**src/rtl/yuv2rgb_pipe.sv**
```systemverilog
// YCbCr to RGB converter with selectable BT.601/BT.709 limited/full matrices.
// Four-stage datapath, plus one chroma look-ahead stage for 4:2:2 input.
module yuv2rgb_pipe #(
  parameter int DATA_W = 8,
  parameter int IN_422 = 0,
  parameter int FRAC_W = 10
) (
  input  logic              clk_i,
  input  logic              rst_i,
  input  logic              vs_i,
  input  logic              hs_i,
  input  logic              de_i,
  input  logic [DATA_W-1:0] y_ch_i,
  input  logic [DATA_W-1:0] u_ch_i,
  input  logic [DATA_W-1:0] v_ch_i,
  input  logic [1:0]        mode_i,
  output logic              vs_o,
  output logic              hs_o,
  output logic              de_o,
  output logic [DATA_W-1:0] r_o,
  output logic [DATA_W-1:0] g_o,
  output logic [DATA_W-1:0] b_o,
  output logic [1:0]        mode_o
);

  localparam int CW = DATA_W + 2;
  localparam int KW = FRAC_W + 3;
  localparam int PW = CW + KW;
  localparam int SW = PW + 2;
  localparam logic [DATA_W-1:0]    COFF     = DATA_W'(128 << (DATA_W - 8));
  localparam logic [DATA_W-1:0]    YOFF_LIM = DATA_W'(16 << (DATA_W - 8));
  localparam logic signed [SW-1:0] RND      = SW'(2 ** (FRAC_W - 1));
  localparam logic signed [SW-1:0] MAXS     = SW'(2 ** DATA_W - 1);

  // Coefficients are tabulated with 10 fraction bits; rescale to FRAC_W.
  function automatic logic signed [KW-1:0] kscale(input int k);
    int up;
    int dn;
    up = (FRAC_W >= 10) ? FRAC_W - 10 : 0;
    dn = (FRAC_W < 10) ? 10 - FRAC_W : 0;
    return KW'(((k <<< up) + ((1 <<< dn) >>> 1)) >>> dn);
  endfunction

  function automatic logic [DATA_W-1:0] clamp(input logic signed [SW-1:0] s);
    if (s[SW-1])
      return '0;
    else if (s > MAXS)
      return '1;
    else
      return s[DATA_W-1:0];
  endfunction

  // Mode is only sampled on a vs rising edge, then travels with the pixels.
  logic       r_vs_prev;
  logic [1:0] r_mode_lat;
  logic       w_vs_rise;
  logic [1:0] w_mode_in;

  assign w_vs_rise = vs_i & ~r_vs_prev;
  assign w_mode_in = w_vs_rise ? mode_i : r_mode_lat;

  always_ff @(posedge clk_i) begin
    if (rst_i) begin
      r_vs_prev  <= 1'b0;
      r_mode_lat <= 2'd0;
    end else begin
      r_vs_prev <= vs_i;
      if (w_vs_rise)
        r_mode_lat <= mode_i;
    end
  end

  logic              w_f_vs;
  logic              w_f_hs;
  logic              w_f_de;
  logic [DATA_W-1:0] w_f_y;
  logic [DATA_W-1:0] w_f_cb;
  logic [DATA_W-1:0] w_f_cr;
  logic [1:0]        w_f_mode;

  generate
    if (IN_422 != 0) begin : g_422
      logic              r_phase;
      logic              r_s0_vs;
      logic              r_s0_hs;
      logic              r_s0_de;
      logic              r_s0_phase;
      logic [DATA_W-1:0] r_s0_y;
      logic [DATA_W-1:0] r_s0_u;
      logic [1:0]        r_s0_mode;
      logic [DATA_W-1:0] r_cb_hold;
      logic [DATA_W-1:0] r_cr_hold;
      logic              w_in_phase;
      logic              w_unused_v;

      assign w_unused_v = ^v_ch_i;
      // r_s0_de is the previous de_i, so this detects the de rising edge.
      assign w_in_phase = (de_i && !r_s0_de) ? 1'b0 : r_phase;

      always_ff @(posedge clk_i) begin
        if (rst_i) begin
          r_phase    <= 1'b0;
          r_s0_vs    <= 1'b0;
          r_s0_hs    <= 1'b0;
          r_s0_de    <= 1'b0;
          r_s0_phase <= 1'b0;
          r_s0_y     <= '0;
          r_s0_u     <= '0;
          r_s0_mode  <= 2'd0;
          r_cb_hold  <= COFF;
          r_cr_hold  <= COFF;
        end else begin
          if (de_i)
            r_phase <= ~w_in_phase;
          r_s0_vs    <= vs_i;
          r_s0_hs    <= hs_i;
          r_s0_de    <= de_i;
          r_s0_phase <= w_in_phase;
          r_s0_y     <= y_ch_i;
          r_s0_u     <= u_ch_i;
          r_s0_mode  <= w_mode_in;
          // Blanking forgets the last Cr so a lone first pixel gets Coff.
          if (!r_s0_de)
            r_cr_hold <= COFF;
          else if (r_s0_phase)
            r_cr_hold <= r_s0_u;
          if (r_s0_de && !r_s0_phase)
            r_cb_hold <= r_s0_u;
        end
      end

      assign w_f_vs   = r_s0_vs;
      assign w_f_hs   = r_s0_hs;
      assign w_f_de   = r_s0_de;
      assign w_f_y    = r_s0_y;
      assign w_f_mode = r_s0_mode;
      assign w_f_cb   = r_s0_phase ? r_cb_hold : r_s0_u;
      // Phase-0 pixel takes its partner's Cr from the live input when present.
      assign w_f_cr   = r_s0_phase ? r_s0_u : (de_i ? u_ch_i : r_cr_hold);
    end else begin : g_444
      assign w_f_vs   = vs_i;
      assign w_f_hs   = hs_i;
      assign w_f_de   = de_i;
      assign w_f_y    = y_ch_i;
      assign w_f_cb   = u_ch_i;
      assign w_f_cr   = v_ch_i;
      assign w_f_mode = w_mode_in;
    end
  endgenerate

  // S1: offset subtract
  logic                 r_s1_vs;
  logic                 r_s1_hs;
  logic                 r_s1_de;
  logic [1:0]           r_s1_mode;
  logic signed [CW-1:0] r_s1_y;
  logic signed [CW-1:0] r_s1_u;
  logic signed [CW-1:0] r_s1_v;
  logic [DATA_W-1:0]    w_yoff;

  assign w_yoff = w_f_mode[0] ? '0 : YOFF_LIM;

  always_ff @(posedge clk_i) begin
    if (rst_i) begin
      r_s1_vs   <= 1'b0;
      r_s1_hs   <= 1'b0;
      r_s1_de   <= 1'b0;
      r_s1_mode <= 2'd0;
      r_s1_y    <= '0;
      r_s1_u    <= '0;
      r_s1_v    <= '0;
    end else begin
      r_s1_vs   <= w_f_vs;
      r_s1_hs   <= w_f_hs;
      r_s1_de   <= w_f_de;
      r_s1_mode <= w_f_mode;
      r_s1_y    <= $signed({2'b00, w_f_y}) - $signed({2'b00, w_yoff});
      r_s1_u    <= $signed({2'b00, w_f_cb}) - $signed({2'b00, COFF});
      r_s1_v    <= $signed({2'b00, w_f_cr}) - $signed({2'b00, COFF});
    end
  end

  // S2: multiply
  logic signed [KW-1:0] w_ky;
  logic signed [KW-1:0] w_krv;
  logic signed [KW-1:0] w_kgu;
  logic signed [KW-1:0] w_kgv;
  logic signed [KW-1:0] w_kbu;

  always_comb begin
    w_ky  = kscale(1192);
    w_krv = kscale(1634);
    w_kgu = kscale(401);
    w_kgv = kscale(833);
    w_kbu = kscale(2066);
    case (r_s1_mode)
      2'd1: begin
        w_ky  = kscale(1024);
        w_krv = kscale(1436);
        w_kgu = kscale(352);
        w_kgv = kscale(731);
        w_kbu = kscale(1815);
      end
      2'd2: begin
        w_ky  = kscale(1192);
        w_krv = kscale(1836);
        w_kgu = kscale(218);
        w_kgv = kscale(546);
        w_kbu = kscale(2163);
      end
      2'd3: begin
        w_ky  = kscale(1024);
        w_krv = kscale(1613);
        w_kgu = kscale(192);
        w_kgv = kscale(479);
        w_kbu = kscale(1900);
      end
      default: ;
    endcase
  end

  logic                 r_s2_vs;
  logic                 r_s2_hs;
  logic                 r_s2_de;
  logic [1:0]           r_s2_mode;
  logic signed [PW-1:0] r_s2_yy;
  logic signed [PW-1:0] r_s2_rv;
  logic signed [PW-1:0] r_s2_gu;
  logic signed [PW-1:0] r_s2_gv;
  logic signed [PW-1:0] r_s2_bu;

  always_ff @(posedge clk_i) begin
    if (rst_i) begin
      r_s2_vs   <= 1'b0;
      r_s2_hs   <= 1'b0;
      r_s2_de   <= 1'b0;
      r_s2_mode <= 2'd0;
      r_s2_yy   <= '0;
      r_s2_rv   <= '0;
      r_s2_gu   <= '0;
      r_s2_gv   <= '0;
      r_s2_bu   <= '0;
    end else begin
      r_s2_vs   <= r_s1_vs;
      r_s2_hs   <= r_s1_hs;
      r_s2_de   <= r_s1_de;
      r_s2_mode <= r_s1_mode;
      r_s2_yy   <= PW'(r_s1_y) * PW'(w_ky);
      r_s2_rv   <= PW'(r_s1_v) * PW'(w_krv);
      r_s2_gu   <= PW'(r_s1_u) * PW'(w_kgu);
      r_s2_gv   <= PW'(r_s1_v) * PW'(w_kgv);
      r_s2_bu   <= PW'(r_s1_u) * PW'(w_kbu);
    end
  end

  // S3: sum and round
  logic signed [SW-1:0] w_r_sum;
  logic signed [SW-1:0] w_g_sum;
  logic signed [SW-1:0] w_b_sum;

  assign w_r_sum = SW'(r_s2_yy) + SW'(r_s2_rv) + RND;
  assign w_g_sum = SW'(r_s2_yy) - SW'(r_s2_gu) - SW'(r_s2_gv) + RND;
  assign w_b_sum = SW'(r_s2_yy) + SW'(r_s2_bu) + RND;

  logic                 r_s3_vs;
  logic                 r_s3_hs;
  logic                 r_s3_de;
  logic [1:0]           r_s3_mode;
  logic signed [SW-1:0] r_s3_r;
  logic signed [SW-1:0] r_s3_g;
  logic signed [SW-1:0] r_s3_b;

  always_ff @(posedge clk_i) begin
    if (rst_i) begin
      r_s3_vs   <= 1'b0;
      r_s3_hs   <= 1'b0;
      r_s3_de   <= 1'b0;
      r_s3_mode <= 2'd0;
      r_s3_r    <= '0;
      r_s3_g    <= '0;
      r_s3_b    <= '0;
    end else begin
      r_s3_vs   <= r_s2_vs;
      r_s3_hs   <= r_s2_hs;
      r_s3_de   <= r_s2_de;
      r_s3_mode <= r_s2_mode;
      r_s3_r    <= w_r_sum >>> FRAC_W;
      r_s3_g    <= w_g_sum >>> FRAC_W;
      r_s3_b    <= w_b_sum >>> FRAC_W;
    end
  end

  // S4: clamp, blank outside active video, register outputs
  logic              r_s4_vs;
  logic              r_s4_hs;
  logic              r_s4_de;
  logic [1:0]        r_s4_mode;
  logic [DATA_W-1:0] r_s4_r;
  logic [DATA_W-1:0] r_s4_g;
  logic [DATA_W-1:0] r_s4_b;

  always_ff @(posedge clk_i) begin
    if (rst_i) begin
      r_s4_vs   <= 1'b0;
      r_s4_hs   <= 1'b0;
      r_s4_de   <= 1'b0;
      r_s4_mode <= 2'd0;
      r_s4_r    <= '0;
      r_s4_g    <= '0;
      r_s4_b    <= '0;
    end else begin
      r_s4_vs   <= r_s3_vs;
      r_s4_hs   <= r_s3_hs;
      r_s4_de   <= r_s3_de;
      r_s4_mode <= r_s3_mode;
      r_s4_r    <= r_s3_de ? clamp(r_s3_r) : '0;
      r_s4_g    <= r_s3_de ? clamp(r_s3_g) : '0;
      r_s4_b    <= r_s3_de ? clamp(r_s3_b) : '0;
    end
  end

  assign vs_o   = r_s4_vs;
  assign hs_o   = r_s4_hs;
  assign de_o   = r_s4_de;
  assign mode_o = r_s4_mode;
  assign r_o    = r_s4_r;
  assign g_o    = r_s4_g;
  assign b_o    = r_s4_b;

endmodule

```
**config.mk**
```make
export PLATFORM = sky130hd
export DESIGN_NAME = yuv2rgb_pipe
export DESIGN_NICKNAME = d
export VERILOG_FILES = /design/src/rtl/yuv2rgb_pipe.sv
export SDC_FILE = /design/constraint.sdc
export NUM_CORES = 1
export LEC_CHECK = 0
export BUFFER_PORTS_ARGS = -buffer_cell sky130_fd_sc_hd__buf_4
export CAP_MARGIN = 10
export CORE_AREA = 2 2 212 214
export CTS_CLUSTER_DIAMETER = 120
export DETAILED_ROUTE_END_ITERATION = 7
export DIE_AREA = 0 0 214 216
export PLACE_DENSITY = 0.68
export SKIP_CTS_REPAIR_TIMING = 1
export SLEW_MARGIN = 5
export SYNTH_ARGS = -nofsm -noshare
export SYNTH_HDL_FRONTEND = slang
export SYNTH_SLANG_ARGS = --single-unit
```
**constraint.sdc**
```tcl
create_clock -name clk_i -period 8.25 [get_ports clk_i]
set_input_delay 1.2375 -clock clk_i [delete_from_list [all_inputs] [get_ports clk_i]]
set_output_delay 1.2375 -clock clk_i [all_outputs]
set_load 0.02 [all_outputs]
```
**Word-level counts from Yosys, hierarchy flattened**

Cells that the tools add are included.
Widths: inputs -> output; s select.

- Magnitude comparators: 3
- Bitwise gates (word level): 3
- Mux-type cells: 10
- $add $sub $neg: 10
- $mul: 5
- Reductions and logical operators: 4
- Eq/ne operators: 3

Operators by type and width:

| kind | number |
|---|---|
| $pmux 10 s3 | 2 |
| $add 24x11->25 const B | 2 |
| $add 23x23->24 | 2 |
| $gt 15x9->1 const B | 3 |
| $mul 9x12->21 | 2 |
| $pmux 12 s3 | 1 |
| $mux 8 | 4 |
| $pmux 9 s3 | 1 |
| $add 25x11->25 const B | 1 |
| $sub 24x23->25 | 1 |
| $sub 23x23->24 | 1 |
| $mul 9x13->22 | 1 |
| $mul 9x11->20 | 1 |
| $mul 9x10->19 | 1 |
| $sub 8x8->9 const B | 2 |
| $reduce_or 3->1 | 3 |
| $sub 8x5->9 | 1 |
| $mux 5 | 1 |
| $eq 2x2->1 const B | 2 |
| $eq 2x1->1 const B | 1 |
| $not 1->1 | 2 |
| $reduce_or 2->1 | 1 |
| $and 1x1->1 | 1 |
| $mux 1 | 1 |

- Bits of input ports: 31
- Bits in registers: 231
- Logic and storage cells: 69
- Output and inout bits: 29

**Logic depth before layout (Yosys ltp)**

Gate-level depths: netlist of the first run.

- Depth after elaboration: 5
- Gate-level depth with buffers: 26
- Gate-level depth less buffers: 22

**Worst setup path before layout of the first run**

Ideal clock, no wire load.

- Path kind: register to register
- Start: reg r_s1_mode[0]
- End: reg r_s2_rv[21]
- Library setup time: 128 ps
- Arrival: 6,028 ps
- Required time: 8,122 ps
- Period minus slack after synthesis: 6,156 ps
- Buffers on the path: 4
- Slack: 2,094 ps
- Stages on the path, launching flop included: 25
- Path through: dfxtp_1 clkbuf_1 inv_1 buf_1 ha_1 clkbuf_1 clkbuf_1 mux2_2 ha_1 a21o_1 fa_1 inv_1 fa_1 inv_1 fa_1 ha_1 ha_1 o21a_1 a21oi_2 o21ai_1 a221o_1 a221o_1 a21oi_2 xnor2_1 nor2_1

- Word-level cells in the longest chain between the ends: 3
- Elaborated cells between the ends (all ways): 5
- Classes of those cells: 1 x mul; 3 x eq/ne; 1 x mux

RTL lines:

| what | line | RTL |
|---|---|---|
| start, declared | 155 | `logic [1:0] r_s1_mode;` |
| start signal, assigned | 176 | `r_s1_mode <= w_f_mode;` |
| $eq 2x2->1 or $eq 2x1->1 (tied branches) | 196 | `case (r_s1_mode)` |
| $pmux 10 s3 * | 196 |  |
| $mul 9x12->21 * | 249 | `r_s2_rv <= PW'(r_s1_v) * PW'(w_krv);` |
| end signal, assigned | 249 |  |
| end, declared | 227 | `logic signed [PW-1:0] r_s2_rv;` |

Every way passes the cells marked *; elsewhere a longest branch is shown, timed or not.
A chain may end at the register's enable or synchronous reset.

**Worst setup path in the final report of the first run**

- Start: reg r_s1_mode[0]
- End: reg r_s2_bu[20]

- Word-level cells in the longest chain between the ends: 3
- Elaborated cells between the ends (all ways): 5
- Classes of those cells: 1 x mul; 3 x eq/ne; 1 x mux

RTL lines:

| what | line | RTL |
|---|---|---|
| $eq 2x2->1 or $eq 2x1->1 (tied branches) | 196 |  |
| $pmux 12 s3 * | 196 |  |
| $mul 9x13->22 * | 252 | `r_s2_bu <= PW'(r_s1_u) * PW'(w_kbu);` |
| end signal, assigned | 252 |  |
| end, declared | 230 | `logic signed [PW-1:0] r_s2_bu;` |

Marked as above.

==> impl_results.md, run 1 <==
* Slew HR at 32.1%
* Pwr/cell area at 227 mW/mm²
* Post-synth cell types at 62
* Critical path's most frequent cell: fa_1
* Detailed Route WL at 49200 µm
* First-pass GRT wire length at 81400 µm
* Worst Path Arrival at 7230 ps
* Grt peak-use layer: met2
* Max-Cap Viols at 0
* Iteration count of the initial detailed-routing pass at 5
* Largest net degree at the start of global routing at 118
* Yosys top cell by area: ha_1
* Area growth from synthesis to layout at 8.89%
* Layout cells sized above 1 at 5.64%
* Die Y at 216 µm
* Status: finished, final reports clean
* Number of buffers created by CTS at 26
* Drt wl/cell at 16.7 µm
* Worst Setup SP: r_s1_mode[0]
* TritonCTS clock tree: yes
* Vias in the first global route at 15800
* Final-report setup violation count at 0
* Core Region at 0.0438 mm²
* CTS root buf: clkbuf_16
* Max Slew Vio Count at 0
* Synth top area cells: ha_1 24%, fa_1 22%, dfxtp_1 19%
* Initial core utilization at 49.7%
* IO Count at 60
* Tmin final at 6820 ps
* GRT met1 Usage at 28.8%
* Die W at 214 µm
* Slowest CP cell: ha_1
* Vias per Instance at 5.11
* Commonest cells after routing, fill and taps aside: 420 x ha_1, 387 x inv_1, 242 x fa_1
* Hold slack at 433 ps
* Starting DRT DRC Count at 700
* Final cell utilization of the core at 54.1%
* Worst Path Required at 8660 ps
* RD Place Congestion at 0.932
* Post-synthesis register bit count at 208
* CP peak stage delay at 600 ps
* Fraction of registers with async set/reset at 0%
* Antenna violations before repair at 1
* Crit-path max FO at 40
* Critical path capture point type: flip-flop
* Worst-path clk slew at 70 ps
* Htree depth at 1
* Most common cell after layout, fill and taps aside: ha_1
* Register area share after synthesis at 19.1%
* Main flop type after synthesis: dfxtp_1
* Yosys warnings at 0
* Vias at 15100
* Row cnt at 77
* Die area at 0.0462 mm²
* Min-delay worst type: reg -> reg
* Final period utilization at 82.7%
* PortBufs at 59
* CTS Buffer Depth at 3
* Gr ovfl total at 0
* Met3 usage at 4.17%
* Synth top area share at 24.1%
* Drt drc at 0
* Worst vdd ir at 0.000209 V
* Met2 Resource Use GR at 36.8%
* Synth Cell Area at 0.0218 mm²
* Setup CP Type: reg -> reg
* RSZ-0062 raised after global routing: false
* Min-delay src: r_s2_vs
* Syn_area_per_cell at 9.45 µm²
* GRT Total Usage at 22.0%
* Worst Tran Pin Value at 1020 ps
* Fmax at 147 MHz
* Static Leak at 12.7 nW
* Worst R2R Start: r_s1_mode[0]
* Antenna fix cells at 0
* CP Cell Sequence: buf_4 -> ha_1 -> nor2_1 -> nor2_1 -> nand2_1 -> inv_1 -> ha_1 -> fa_1 -> inv_1 -> fa_1 -> inv_1 -> fa_1 -> fa_1 -> ha_1 -> a21o_1 -> nand2_1 -> nand4b_1 -> a31oi_1 -> o21ai_1 -> a2111oi_0 -> or3_1 -> a21oi_1
* NumNets Final at 3033
* Startpoint Class: flip-flop
* Final setup TNS at 0 ps
* Synthesized instance count at 2305
* Clk sinks at 208
* Dpl hpwl at 40500 µm
* Hold Path Cell Cnt at 1
* Final ANT Viol Nets at 0
* FF-to-FF path depth at 22
* Final hold violations at 0
* Clock skew at 23.1 ps
* Worst skew pair latency at 570 ps
* Post-synth EDFFs at 0
==> cells by family after synthesis <==
family,count (synthesis),share of synthesized area [%]
other cells,2,0.0345
simple gates,584,13.4
buf+inv,451,7.77
xor+xnor,107,4.30
fa+ha+maj,663,46.4
flops,208,19.1
compound gates,284,8.62
mux,6,0.304
==> registers in the layout (all words and copies together), names as in the netlist, 8 cells and up <==
register and count:
r_s2_bu 19, r_s1_y 9, r_s1_v 8, r_s3_b 15
r_s2_gu 19, r_s2_gv 20, r_s3_g 15, r_s2_yy 18
r_s2_rv 18, r_s1_u 8, b_o 8, g_o 8
r_s3_r 15, r_o 8
==> critical path, delay by kind of cell (launching register included) <==
| kind | cells | cell delay [ps] |
|---|---|---|
| adders and majority gates | 7 | 3160 |
| and+or+nand+nor | 6 | 1340 |
| AOI/OAI and AO/OA | 5 | 1220 |
| buffers and inverters | 4 | 610 |
| DFF | 1 | 320 |
==> final timing paths <==
path                                    end  slack, ps
worst max-delay path            r_s2_bu[20]       1430
worst min-delay path                r_s3_vs        430
worst max register to register  r_s2_bu[20]       1430
worst min register to register      r_s3_vs        430
==> cell usage after synthesis, types with 7 or more instances <==
cell type  instances
o21ai_0           35
nand2b_1          44
dfxtp_1          208
a21o_1            45
inv_1            387
and2_1            64
nand3_1           17
nand2_1           97
nor2_1           187
fa_1             242
o21a_1            43
nand4_1            9
a21oi_1           83
nor2b_1          120
buf_1              7
ha_1             420
nor3_1            18
clkbuf_1          57
xnor2_1           57
xor2_1            50
a31oi_1            9
o21bai_1          16
==> layout make-up <==
cell class              instances  area (µm²)
fillers                      3958       20100
multi-input cells            1648       15900
flip-flops and latches        208        4160
inverters                     387        1450
well taps                     592         741
clock buffers                  30         696
repair buffers                 69         522
clock inverters                18         211
==> layer usage <==
layer | share of wire, % | wire length (µm) | up-vias
li1 | - | - | 7471
met1 | 44 | 21800 | 7210
met2 | 46 | 22700 | 330
met3 | 5.9 | 2920 | 86
met4 | 3.4 | 1680 | 0
met5 | 0 | 0 | -
==> power by group <==
part,switching (mW),total (mW),internal (mW)
combinational,1.67,2.88,1.20
sequential,0.117,1.31,1.19
clock,0.494,1.20,0.709
total,2.29,5.39,3.10
==> metrics by stage <==
step	instances	power, mW	instance area (µm²)	setup WS, ps
finish	2952	5.39	23700	1430
global route	2952	5.87	23700	965
CTS	2952	5.42	23700	1550
detailed placement	2904	4.17	22800	1620
global placement	2904	4.12	22800	1810
floorplan	2307	3.46	21800	2090
(Power assumes the default switching activity.)
==> inputs of run 2 (changes only) <==
- ABC_AREA: default -> 1
- CORE_AREA: 2 2 212 214 -> 2 2 219 221
- DIE_AREA: 0 0 214 216 -> 0 0 221 223
- PLACE_DENSITY: 0.68 -> 0.7
- clock period: 8.25 -> 6 ns (I/O delays scaled with it)
==> run 2 against run 1 <==
  * Via count is 25% higher
  * Critical path depth is 2 lower
  * Power is 54% higher
  * Worst setup slack lost 910 ps
  * First-iteration DRC count increased by 96%
  * Core utilization down 0.61 points
  * Highest routed layer unchanged
  * Non-clock buffer count is 17 higher
  * Sequential share of layout area is 1.0 points lower
  * Clock power grew 29%
  * Final cell count increased by 24%
==> impl_results.md, run 2 <==
* Clock skew at 17.5 ps (-5.63 ps)
* Post-synthesis register bit count at 208 (unchanged)
* Reg2Reg Setup Slack at 520 ps (-910 ps)
* Final WS setup at 517 ps (-909 ps)
* CP Capture Point: r_s2_gu[16]
* NumNets Final at 3717 (+23%)
* Post-synth cell types at 48 (-23%)
* Dpl hpwl at 54000 µm (+33%)
* Final period utilization at 91.4% (+8.7 points)
* Main flop type after synthesis: dfxtp_1
* Worst Path Required at 6440 ps (-2220 ps)
* Uppermost layer routed: met4
* Pwr/cell area at 329 mW/mm² (+45%)
* Critical path capture point type: flip-flop
* First-pass GRT wire length at 99600 µm (+22%)
* Vias at 18900 (+25%)
* Most common cell after layout, fill and taps aside: inv_1
* Htree depth at 1 (unchanged)
* Row cnt at 80 (+3.9%)
* Max Slew Vio Count at 0 (unchanged)
* Die area at 0.0493 mm² (+6.6%)
* Starting DRT DRC Count at 1375 (+96%)
* Worst-path clk slew at 70 ps (about the same)
* Hold slack at 401 ps (-32.1 ps)
* GRT Total Usage at 25.7% (+3.8 points)
* Worst R2R Start: r_s1_mode[0]
* Vias in the first global route at 18700 (+19%)
* Clk sinks at 208 (unchanged)
* Area growth from synthesis to layout at 8.71%
* Initial core utilization at 49.2% (-0.48 points)
* Min-delay worst type: reg -> reg
* Post-synth EDFFs at 0 (unchanged)
* Final ANT Viol Nets at 0 (unchanged)
* Iteration count of the initial detailed-routing pass at 6 (+1)
* Startpoint Class: flip-flop
* PortBufs at 59 (unchanged)
* Final cell utilization of the core at 53.5% (-0.61 points)
* TritonCTS clock tree: yes
* Largest net degree at the start of global routing at 66 (-44%)
* Largest register FFs at 20 (unchanged)
* Slew HR at 38.5% (+6.4 points)
* Max-Cap Viols at 0 (unchanged)
* Worst Setup SP: r_s1_mode[0]
* M1 WL at 28200 µm (+29%)
* Synthesized instance count at 2967 (+29%)
* RD Place Congestion at 0.977 (+4.9%)
* Pwr Total at 8.29 mW (+54%)
* Pre-CTS setup slack at 589 ps (-1030 ps)
* Metal2 WL at 28100 µm (+24%)
* RSZ-0062 raised after global routing: false
* Tmin final at 5480 ps (-1340 ps)
* Area occupied by multi-input gates at 0.0163 mm² (+2.4%)
* DR WL met3 at 4320 µm (+48%)
* Gr ovfl total at 0 (unchanged)
* Yosys top cell by area: ha_1
* Commonest cells after routing, fill and taps aside: 661 x inv_1, 472 x nand2_1, 420 x ha_1
* Syn_area_per_cell at 7.82 µm² (-17%)
* Drt wl/cell at 17.3 µm (+3.6%)
* Synth top area cells: ha_1 23%, fa_1 21%, dfxtp_1 18%
* Most flops, register: r_s2_gv
* Fillers at 4520 (+14%)
* Final hold violations at 0 (unchanged)
* Register area at 0.00416 mm² (unchanged)
* Synth top area share at 22.7% (-1.5 points)
* Final setup TNS at 0 ps (unchanged)
* Regs by FF count: r_s2_gv x20, r_s2_bu x19, r_s2_gu x19
* Worst Tran Pin Value at 922 ps (-95.3 ps)
* FF-to-FF path depth at 20 (-9.1%)
* Die Y at 223 µm (+3.2%)
* Detailed Route WL at 63100 µm (+28%)
* Synth Cell Area at 0.0232 mm² (+6.5%)
* Static Leak at 14.4 nW (+14%)
* Fraction of registers with async set/reset at 0% (unchanged)
* Antenna violations before repair at 1 (unchanged)
* Worst skew pair latency at 560 ps (about the same)
* Register area share after synthesis at 17.9% (-1.2 points)
* Fmax at 182 MHz (+24%)
* Crit-path max FO at 11 (-73%)
* Number of buffers created by CTS at 24 (-7.7%)
* Commonest cells in the netlist: 662 x inv_1, 472 x nand2_1, 420 x ha_1, 336 x nor2_1, 242 x fa_1
* Drt drc at 0 (unchanged)
* Status: finished, final reports clean
* Yosys warnings at 0 (unchanged)
* Die W at 221 µm (+3.3%)
* CTS root buf: clkbuf_16
* Worst Path Arrival at 5930 ps (-1300 ps)
* Setup CP Type: reg -> reg
* Worst vdd ir at 0.000305 V (+46%)
* Layout cells sized above 1 at 4.64% (-1.0 points)
* Most common cell in the synthesized netlist: inv_1
* Vias per Instance at 5.17 (+1.1%)
* Final-report setup violation count at 0 (unchanged)
* IO Count at 60 (unchanged)
* CTS Buffer Depth at 3 (unchanged)
* Reg-to-reg endpoint: r_s2_gu[16]
* Core Region at 0.0471 mm² (+7.5%)
## run 2: final cells by class
| type | instances | share of cell area [%] |
|---|---|---|
| multi-input combinational | 2039 | 64.7 |
| clock buffer | 29 | 2.65 |
| clock inverter | 13 | 0.650 |
| antenna | 1 | 0.00992 |
| timing repair buffer | 86 | 2.56 |
| sequential | 208 | 16.5 |
| tap | 615 | 3.05 |
| inverter | 665 | 9.91 |
## run 2: report_power, final
| part | internal, mW | switching (mW) | total (mW) |
|---|---|---|---|
| combinational | 1.70 | 3.23 | 4.92 |
| sequential | 1.64 | 0.169 | 1.81 |
| clock | 0.923 | 0.627 | 1.55 |
## run 2: per-layer routing
metal | global-route usage [%] | up-vias
met4 | 9.14 | 0
met1 | 34.4 | 8865
met5 | 0 | -
li1 | - | 9362
met2 | 41.3 | 579
met3 | 5.36 | 101
## run 2: per-stage QoR
stage / cell area [µm²] / instances
after detailed placement: 24400 / 3613
after CTS: 25200 / 3655
after floorplan: 23200 / 2969
after global placement: 24400 / 3613
final: 25200 / 3656
after global routing: 25200 / 3655
## run 2: cells by family (layout without fill, tap and decap cells)
family / count (synthesis) / after routing / share of synthesized area (%)
fa+ha+maj: 662 / 662 / 43.5
simple gates: 955 / 955 / 16.6
other cells: 2 / 5 / 0.0324
xor+xnor: 18 / 18 / 0.712
flops: 208 / 208 / 17.9
compound gates: 400 / 400 / 9.37
buf+inv: 722 / 793 / 11.8
## run 2: worst min-delay path by stage
| stage | startpoint | cells after the start | to | slack [ps] |
|---|---|---|---|---|
| after global placement | r_s2_vs | 2 | r_s3_vs | 390 |
| after global routing | r_s3_vs | 2 | vs_o | 420 |
| final | r_s1_hs | 2 | r_s2_hs | 400 |
| after floorplan | r_s3_hs | 2 | hs_o | 390 |
| after CTS | r_s1_hs | 2 | r_s2_hs | 400 |
| after detailed placement | r_s1_hs | 2 | r_s2_hs | 390 |
## run 2: critical path, cell delays in order, from the launching register on
cell and delay, ps:
dfxtp_1 310, inv_1 180, ha_1 640, buf_4 290
nor2_1 80, fa_1 550, inv_1 60, fa_1 520
inv_1 50, fa_1 540, inv_1 60, fa_1 540
inv_1 40, ha_1 280, ha_1 340, a21oi_1 300
o21ai_0 200, nand2_1 90, nand3_1 80, o21ai_0 150
a21oi_1 50
==> inputs of run 3 (changes only) <==
- PLACE_DENSITY: 0.7 -> 0.68
- SLEW_MARGIN: 5 -> default
==> run 3 against run 2 <==
  * Worst setup slack lost 27 ps
  * Power grew 0.94%
  * Combinational power shrank 0.8%
  * Largest cell class unchanged
  * Maximum frequency shrank 0.48%
  * Final cell count is essentially flat
  * Clock skew grew 2.6 ps
  * Global-route usage shrank 0.45 points
==> impl_results.md, run 3 (synthesized netlist as in run 2, its figures left out) <==
* Status: finished, final reports clean
* Pwr/cell area at 330 mW/mm² (+0.56%)
* Die area at 0.0493 mm² (unchanged)
* Pre-CTS setup slack at 557 ps (-32.1 ps)
* Worst Path Arrival at 6020 ps (+90 ps)
* Max-Cap Viols at 0 (unchanged)
* Number of buffers created by CTS at 26 (+8.3%)
* Most flops, register: r_s2_gv
* Max Slew Vio Count at 0 (unchanged)
* Final setup TNS at 0 ps (unchanged)
* Drt drc at 0 (unchanged)
* Antenna violations before repair at 3 (+2)
* Commonest cells after routing, fill and taps aside: 661 x inv_1, 472 x nand2_1, 420 x ha_1
* Static Leak at 14.5 nW (+0.29%)
* Row cnt at 80 (unchanged)
* Worst vdd ir at 0.000262 V (-14%)
* Worst Tran Pin Value at 970 ps (+48.0 ps)
* Tmin final at 5510 ps (+26.6 ps)
* Slowest CP cell: fa_1
* Startpoint Class: flip-flop
* Min-delay worst type: reg -> reg
* First-pass GRT wire length at 99200 µm (-0.44%)
* IO Count at 60 (unchanged)
* RD Place Congestion at 0.963 (-1.4%)
* Critical path capture point type: flip-flop
* RSZ-0062 raised after global routing: false
* Final cell utilization of the core at 53.7% (+0.20 points)
* CTS root buf: clkbuf_16
* Core Region at 0.0471 mm² (unchanged)
* Worst-path clk slew at 60 ps (about the same)
* Drt wl/cell at 16.8 µm (-3.0%)
* Placed inst area at 0.0244 mm² (about the same)
* Most common cell after layout, fill and taps aside: inv_1
* Dpl hpwl at 52300 µm (-3.1%)
* Final instance area at 0.0253 mm² (+0.37%)
* Final hold violations at 0 (unchanged)
* PortBufs at 59 (unchanged)
* Pwr Total at 8.36 mW (+0.94%)
* Vias per Instance at 5.15 (-0.38%)
* Die W at 221 µm (unchanged)
* CP peak stage delay at 570 ps (-70 ps)
* Fmax at 181 MHz (-0.48%)
* Vias at 18800 (-0.32%)
* Initial core utilization at 49.2% (unchanged)
* Worst skew pair latency at 570 ps (about the same)
* Regs by FF count: r_s2_gv x20, r_s2_bu x19, r_s2_gu x19
* Final period utilization at 91.8% (+0.44 points)
* Vias in the first global route at 18900 (+0.83%)
* Gr ovfl total at 0 (unchanged)
* Largest net degree at the start of global routing at 58 (-12%)
* Setup CP Type: reg -> reg
* Worst Path Required at 6510 ps (+70 ps)
* Slew HR at 35.3% (-3.2 points)
* Clk sinks at 208 (unchanged)
* Htree depth at 1 (unchanged)
* TritonCTS clock tree: yes
* Iteration count of the initial detailed-routing pass at 6 (unchanged)
* Final ANT Viol Nets at 0 (unchanged)
* Critical path's most frequent cell: fa_1
* NumNets Final at 3719 (+0.054%)
* Layout cells sized above 1 at 4.70% (+0.061 points)
* Detailed Route WL at 61300 µm (-2.9%)
* Antenna fix cells at 0 (-1)
* Die Y at 223 µm (unchanged)
* Final-report setup violation count at 0 (unchanged)
* Starting DRT DRC Count at 1400 (+1.8%)
* CTS Buffer Depth at 3 (unchanged)
* Largest register FFs at 20 (unchanged)
* Crit-path max FO at 46 (+35)
* Final WS setup at 490 ps (-26.6 ps)
* GRT Total Usage at 25.3% (-0.45 points)
* Area growth from synthesis to layout at 9.11%
* CP Cell Sequence: buf_12 -> ha_1 -> buf_4 -> nor2_1 -> inv_1 -> nand2_1 -> fa_1 -> inv_1 -> fa_1 -> fa_1 -> fa_1 -> fa_1 -> ha_1 -> a21oi_1 -> nand2_1 -> a21oi_1 -> o21ai_0 -> nand2_1 -> nand2_1 -> nor2_1
* Clock skew at 20.1 ps (+2.63 ps)
[run 3: cell count changes in the layout (fill, tap and decap cells not counted)]
cell / before / now
inv_8: 0 / 3
buf_12: 0 / 1
clkbuf_8: 5 / 2
clkinv_4: 2 / 0
inv_6: 0 / 3
diode_2: 1 / 0
buf_4: 86 / 85
clkinv_8: 1 / 0
clkinv_2: 5 / 3
clkbuf_1: 0 / 1
clkbuf_16: 24 / 27
bufinv_16: 3 / 4
[run 3: final timing paths]
check / startpoint / slack [ps] / to / cells past startpoint
worst max register to register: r_s1_mode[0] / 490 / r_s2_gu[15] / 20
worst min register to register: r_s1_de / 400 / r_s2_de / 2
worst min-delay path: r_s1_de / 400 / r_s2_de / 2
worst max-delay path: r_s1_mode[0] / 490 / r_s2_gu[15] / 20
[run 3: worst max-delay path, delay by kind of cell (launching register included)]
kind	cells	cell delay, ps
AOI/OAI and AO/OA	3	520
adders and majority gates	7	3060
and+or+nand+nor	6	590
DFF	1	380
buffers and inverters	4	880
[run 3: per-layer routing]
metal	vias to the layer above	track usage [%]	routed length (µm)
li1	9383	-	-
met1	8780	34.1	27400
met2	579	41.3	27700
met3	100	4.21	3960
met4	4	8.31	2210
met5	-	0	26
[run 3: where the power goes]
group / internal, mW / switching, mW
sequential: 1.64 / 0.161
clock: 1.02 / 0.659
combinational: 1.70 / 3.18
total: 4.36 / 4.00
[run 3: per-stage QoR]
step	hold WS (ps)	instances
3_5_place_dp	396	3613
3_3_place_gp	390	3613
4_1_cts	406	3658
6_report	403	3658
5_1_grt	426	3658
2_1_floorplan	388	2969
[run 3: layout make-up]
type                       count  area, µm²
multi-input combinational   2039      16300
fill                        4456      21800
clock buffer                  30        707
timing repair buffer          86        658
sequential                   208       4160
tap                          615        769
inverter                     665       2500
clock inverter                15        210
